**config.mk**
```make
export PLATFORM = sky130hd
export DESIGN_NAME = cep_stream_decoder
export DESIGN_NICKNAME = d
export VERILOG_FILES = /design/src/rtl/cep_stream_decoder.sv
export SDC_FILE = /design/constraint.sdc
export NUM_CORES = 2
export LEC_CHECK = 0
export BUFFER_PORTS_ARGS = -buffer_cell sky130_fd_sc_hd__buf_2
export CAP_MARGIN = 30
export CORE_AREA = 8 8 372 374
export DETAILED_ROUTE_END_ITERATION = 8
export DIE_AREA = 0 0 380 382
export GPL_TIMING_DRIVEN = 0
export PLACE_DENSITY = 0.8
export SLEW_MARGIN = 0
export SYNTH_ARGS = -nofsm -noshare
export SYNTH_HDL_FRONTEND = slang
export SYNTH_SLANG_ARGS = --single-unit
```
**constraint.sdc**
```tcl
create_clock -name clk -period 91.1 [get_ports clk]
set_input_delay 9.11 -clock clk [delete_from_list [all_inputs] [get_ports clk]]
set_output_delay 9.11 -clock clk [all_outputs]
set_load 0.02 [all_outputs]
```
**src/rtl/cep_stream_decoder.sv**
```systemverilog
// Receive-side CEP stream decoder: assembles link beats into packets, checks framing,
// splits header/payload words and buffers decoded packets. Optional counters: CEP_STREAM_DECODER_STATS_EN.
module cep_stream_decoder #(
    parameter int unsigned CEP_WIDTH      = 512,
    parameter int unsigned WORD_WIDTH     = 64,
    parameter int unsigned LINK_WIDTH     = 128,
    parameter int unsigned FIFO_DEPTH     = 2,
    parameter int unsigned REQ_HDR_WORDS  = 3,
    parameter int unsigned RESP_HDR_WORDS = 1,
    parameter int unsigned IS_REQ_BIT     = CEP_WIDTH - 1,
    localparam int unsigned NW     = CEP_WIDTH / WORD_WIDTH,
    localparam int unsigned DW     = NW - RESP_HDR_WORDS,
    localparam int unsigned HDR_W  = REQ_HDR_WORDS * WORD_WIDTH,
    localparam int unsigned DATA_W = DW * WORD_WIDTH,
    localparam int unsigned CNT_W  = $clog2(DW + 1)
) (
    input  logic                  clk,
    input  logic                  rst,
    input  logic                  in_val,
    input  logic [LINK_WIDTH-1:0] in_data,
    input  logic                  in_last,
    output logic                  in_rdy,
    output logic                  out_val,
    input  logic                  out_rdy,
    output logic                  out_is_request,
    output logic [HDR_W-1:0]      out_header,
    output logic [DATA_W-1:0]     out_data,
    output logic [CNT_W-1:0]      out_data_words,
`ifdef CEP_STREAM_DECODER_STATS_EN
    output logic [31:0]           req_cnt,
    output logic [31:0]           resp_cnt,
    output logic [15:0]           err_cnt,
`endif
    output logic                  frame_err
);

    localparam int unsigned BEATS = CEP_WIDTH / LINK_WIDTH;
    localparam int unsigned BCW   = (BEATS > 1) ? $clog2(BEATS) : 1;
    localparam int unsigned PTR_W = (FIFO_DEPTH > 1) ? $clog2(FIFO_DEPTH) : 1;
    localparam int unsigned FCW   = $clog2(FIFO_DEPTH + 1);

    localparam logic [0:0] ST_COLLECT = 1'b0;
    localparam logic [0:0] ST_DROP    = 1'b1;

    logic [0:0]            state;
    logic [0:0]            state_next;
    logic [BCW-1:0]        beat_cnt;
    logic [BCW-1:0]        beat_cnt_next;
    logic [LINK_WIDTH-1:0] beat_buf [BEATS];
    logic [CEP_WIDTH-1:0]  pkt_c;
    logic                  accept_c;
    logic                  last_beat_c;
    logic                  push_c;
    logic                  pop_c;
    logic                  err_c;

    logic                  dec_is_req_c;
    int unsigned           hdr_words_c;
    logic [HDR_W-1:0]      dec_hdr_c;
    logic [DATA_W-1:0]     dec_data_c;
    logic [CNT_W-1:0]      dec_words_c;

    logic [FCW-1:0]        fifo_count;
    logic [PTR_W-1:0]      wr_ptr;
    logic [PTR_W-1:0]      rd_ptr;
    logic                  fifo_is_req [FIFO_DEPTH];
    logic [HDR_W-1:0]      fifo_hdr    [FIFO_DEPTH];
    logic [DATA_W-1:0]     fifo_data   [FIFO_DEPTH];
    logic [CNT_W-1:0]      fifo_words  [FIFO_DEPTH];

    // Backpressure depends only on registered state, never on out_rdy.
    assign in_rdy      = (state == ST_DROP) || (fifo_count < FCW'(FIFO_DEPTH));
    assign accept_c    = in_val && in_rdy;
    assign last_beat_c = (beat_cnt == BCW'(BEATS - 1));
    assign out_val     = (fifo_count != '0);
    assign pop_c       = out_val && out_rdy;

    // Framing state machine: next state, beat counter, push and error strobes.
    always_comb begin
        state_next    = state;
        beat_cnt_next = beat_cnt;
        push_c        = 1'b0;
        err_c         = 1'b0;
        if (accept_c) begin
            if (state == ST_DROP) begin
                if (in_last) begin
                    state_next = ST_COLLECT;
                end
            end else if (!last_beat_c) begin
                if (in_last) begin
                    err_c         = 1'b1;
                    beat_cnt_next = '0;
                end else begin
                    beat_cnt_next = beat_cnt + BCW'(1);
                end
            end else begin
                beat_cnt_next = '0;
                if (in_last) begin
                    push_c = 1'b1;
                end else begin
                    err_c      = 1'b1;
                    state_next = ST_DROP;
                end
            end
        end
    end

    always_ff @(posedge clk) begin : state_reg
        if (rst) begin
            state     <= ST_COLLECT;
            beat_cnt  <= '0;
            frame_err <= 1'b0;
        end else begin
            state     <= state_next;
            beat_cnt  <= beat_cnt_next;
            frame_err <= err_c;
        end
    end

    // Beat slots hold data only; validity is tracked by beat_cnt.
    always_ff @(posedge clk) begin : beat_store
        if (accept_c && (state == ST_COLLECT)) begin
            beat_buf[beat_cnt] <= in_data;
        end
    end

    // Full packet as seen on the final beat: stored slots plus the live beat.
    always_comb begin
        pkt_c = '0;
        for (int unsigned i = 0; i < BEATS; i++) begin
            pkt_c[i*LINK_WIDTH +: LINK_WIDTH] = (BCW'(i) == beat_cnt) ? in_data : beat_buf[i];
        end
    end

    // Split into low-aligned header and payload; shifting fills unused payload words with zero.
    always_comb begin
        dec_is_req_c = pkt_c[IS_REQ_BIT];
        hdr_words_c  = dec_is_req_c ? REQ_HDR_WORDS : RESP_HDR_WORDS;
        dec_hdr_c    = '0;
        for (int unsigned h = 0; h < REQ_HDR_WORDS; h++) begin
            if (h < hdr_words_c) begin
                dec_hdr_c[h*WORD_WIDTH +: WORD_WIDTH] = pkt_c[h*WORD_WIDTH +: WORD_WIDTH];
            end
        end
        dec_data_c  = DATA_W'(pkt_c >> (hdr_words_c * WORD_WIDTH));
        dec_words_c = CNT_W'(NW - hdr_words_c);
    end

    function automatic logic [PTR_W-1:0] ptr_inc(input logic [PTR_W-1:0] p);
        return (p == PTR_W'(FIFO_DEPTH - 1)) ? '0 : p + PTR_W'(1);
    endfunction

    always_ff @(posedge clk) begin : fifo_ctrl
        if (rst) begin
            wr_ptr     <= '0;
            rd_ptr     <= '0;
            fifo_count <= '0;
        end else begin
            if (push_c) begin
                wr_ptr <= ptr_inc(wr_ptr);
            end
            if (pop_c) begin
                rd_ptr <= ptr_inc(rd_ptr);
            end
            case ({push_c, pop_c})
                2'b10:   fifo_count <= fifo_count + FCW'(1);
                2'b01:   fifo_count <= fifo_count - FCW'(1);
                default: fifo_count <= fifo_count;
            endcase
        end
    end

    // Entries are cleared on reset so the head reads as zero until the first push.
    always_ff @(posedge clk) begin : fifo_store
        if (rst) begin
            for (int unsigned i = 0; i < FIFO_DEPTH; i++) begin
                fifo_is_req[i] <= 1'b0;
                fifo_hdr[i]    <= '0;
                fifo_data[i]   <= '0;
                fifo_words[i]  <= '0;
            end
        end else if (push_c) begin
            fifo_is_req[wr_ptr] <= dec_is_req_c;
            fifo_hdr[wr_ptr]    <= dec_hdr_c;
            fifo_data[wr_ptr]   <= dec_data_c;
            fifo_words[wr_ptr]  <= dec_words_c;
        end
    end

    assign out_is_request = fifo_is_req[rd_ptr];
    assign out_header     = fifo_hdr[rd_ptr];
    assign out_data       = fifo_data[rd_ptr];
    assign out_data_words = fifo_words[rd_ptr];

`ifdef CEP_STREAM_DECODER_STATS_EN
    // Packet counters wrap; the error counter saturates.
    always_ff @(posedge clk) begin : stats
        if (rst) begin
            req_cnt  <= '0;
            resp_cnt <= '0;
            err_cnt  <= '0;
        end else begin
            if (push_c && dec_is_req_c) begin
                req_cnt <= req_cnt + 32'd1;
            end
            if (push_c && !dec_is_req_c) begin
                resp_cnt <= resp_cnt + 32'd1;
            end
            if (err_c && (err_cnt != 16'hFFFF)) begin
                err_cnt <= err_cnt + 16'd1;
            end
        end
    end
`endif

endmodule

```
==> results.md <==
* RSZ-0062 raised after global routing: false
* Initial antenna violation count at 39
* Worst-path maximum fanout at 10
* Final Critical Period at ~13,000 ps
* Slew margin rel. at 26.2%
* Core area at approximately 0.13 mm²
* Final antenna-violating net count at 0
* Slew @ Worst Pin at ~1100 ps
* Setup TNS at 0 ps
* Peak Freq at a little under 80 MHz
* Clk root buf: clkbuf_16
* Max H-tree Level at 4
* Max FFs per register at about 900
* Via/cell ratio at between 6 and 7
* Leak at 35.8 nW
* Synth Instances at ~5,100
* Power per cell area at 19.1 mW/mm²
* # Post-CTS Setup Buffers at 0
* Yosys warning count at 0
* Critical path's slowest cell: clkbuf_2
* Yosys reg bits at ~1,800
* CP endpoint kind: primary output
* FILL cells at roughly 8,800
* Initial Util at ~59%
* Setup CP Type: register to primary output
* Chip height at 382 µm
* Hpwl dp at around 180,000 µm
* Number of global-route vias before repair at approximately 50,000
* Dominant synthesized flop cell: edfxtp_1
* Status: complete, no violations
* Synth Net Count at ~5,200
* Initial DRC Count at 6,343
* Routability Congestion at around 0.85
* Clock sink total at roughly 1,800
* Fin. Hold Viols at 0
* GRT Util Overall at about a third
* Min-delay worst type: register to register
* Leading area contributor after synthesis: edfxtp_1
* Avg WL per Cell at roughly 32 µm
* Finish-stage setup viols at 0
* Period Utilization, post-route at between 10 and 15%
* Netlist cell types at 38
* Post-synth EDFFs at around 1,800
* First drt pass iteration count at 6
* Post-cts gate resize count at 0
* Top cells by area, synth: edfxtp_1 (69%), mux2_2 (15%), mux2i_1 (6.2%)
* Layout cells sized above 1 at a little under two fifths
* Regs by FF count: fifo_data (894), beat_buf (512), fifo_hdr (384)
* Max clock buf depth at 3
* Clk_lat worst skew at approximately 830 ps
* Sequential fraction of the synthesis area at a little under 70%
* Clock skew after layout at approximately 33 ps
* Max_cap viols at 0
* Largest net degree at the start of global routing at 65
* Most frequent cells after synthesis: edfxtp_1 (1,798), mux2_2 (1,075), nor2_1 (1,044)
* Row count at around 130
* Most frequent cell after synthesis: edfxtp_1
* Slew Limit Fails at 0
* Via Count at between 40,000 and 50,000
* CTS buffer count at ~180
* I/O Buffers at about 780
* # hold bufs at CTS at 0
* CP arrival at between 3000 and 4000 ps
* Worst EP required at ~82,000 ps
* VDD IR max at 18.1 µV
* Remaining DRCs at 0
* WL final at roughly 250,000 µm
* Overflow after GRT at 0
* Clock Pin Slew Worst Setup and Hold Paths at 60 ps
* Delay of the slowest critical-path stage at roughly 770 ps
* Final Hold Slack at 506 ps
* Top delay family on crit path: buffers and inverters
* CP dominant cell by count: buf_2
* Top reg by flops: fifo_data
* Final net count at a little over 6,000
* Synth-to-layout area growth at 16.7%
* Die width at approximately 380 µm
* Synth async-reset ratio at 0%
* Mapped Area at around 0.079 mm²
* Die area at 0.145 mm²
* Worst Path Buf+Inv at 5
* Cells along the critical path: clkbuf_1 -> buf_2 -> clkbuf_2 -> buf_2 -> mux2_2 -> buf_2
* Ports at 780
* Yosys top cell area share at 68.6%
* Syn Area/Cell at 15.6 µm²
* CP Launch Type: register
* CTS tree: yes
* First-pass GRT wire length at roughly 350,000 µm
metrics by stage:
stage          total power, mW  setup slack (ps)  instances  util, %  area, µm²
3_5_place_dp              1.07             78480       7667     65.2      86300
5_1_grt                   1.79             78280       7998     69.3      91800
4_1_cts                   1.76             78320       7992     69.3      91800
2_1_floorplan             1.05             34280       5058        -      78700
3_3_place_gp              1.12              5370       7603     64.1      84800
6_report                  1.76             78350       8011     69.3      91800
final cells by class:
| cell class | instances | area, µm² | area share (%) |
|---|---|---|---|
| Antenna cell | 19 | 47.5 | 0.0518 |
| Buffer | 331 | 1710 | 1.86 |
| Clock buffer | 236 | 4750 | 5.17 |
| Clock inverter | 89 | 717 | 0.781 |
| Inverter | 13 | 48.8 | 0.0531 |
| Multi-Input combinational cell | 2907 | 22800 | 24.9 |
| Sequential cell | 1807 | 54200 | 59.0 |
| Tap cell | 1768 | 2210 | 2.41 |
| Timing Repair Buffer | 841 | 5350 | 5.82 |
cell families after synthesis:
group	synth area share, %
XOR/XNOR	0.0334
buffers and inverters	2.23
other	0.00476
flip-flops	68.8
multiplexers	21.6
AO/OA/AOI/OAI	0.0779
AND/OR/NAND/NOR	7.13
adder cells (fa/ha/maj)	0.111
where the power goes:
part,internal [mW],leakage (nW),switching (mW),total [mW]
combinational,0.0354,15.1,0.0726,0.108
clock,0.385,2.63,0.319,0.704
sequential,0.938,18.1,0.00657,0.945
tightest hold or removal path, stage by stage, from the launching register on:
cell and delay, ps:
dfxtp_1 340, nand2_1 70, a21oi_1 50
routing by layer:
metal	up-vias	part of all wire [%]	global-route usage [%]
met4	12	5.2	15.8
li1	20744	-	-
met5	-	0.028	0
met1	25104	36	43.4
met2	3230	47	53.7
met3	536	11	8.83
worst paths after layout:
kind | startpoint | end | slack [ps] | depth (start not counted)
setup / recovery | register | out_header[62] | 78350 | 6
hold / removal | beat_cnt[1] | beat_cnt[1] | 510 | 2
setup reg to reg | beat_cnt[0] | beat_buf[3][79] | 86790 | 8
hold reg to reg | beat_cnt[1] | beat_cnt[1] | 510 | 2
cell usage in the layout (no fill, tap or decap), drive strengths merged, types with 21 or more instances in the layout:
cell	instances
clkinv	71
mux2i	490
buf	1076
clkbuf	332
nor2	1044
and3	120
edfxtp	1798
inv	21
nor2b	120
mux2	1075
Note: power is estimated with default switching activity, not from simulation.
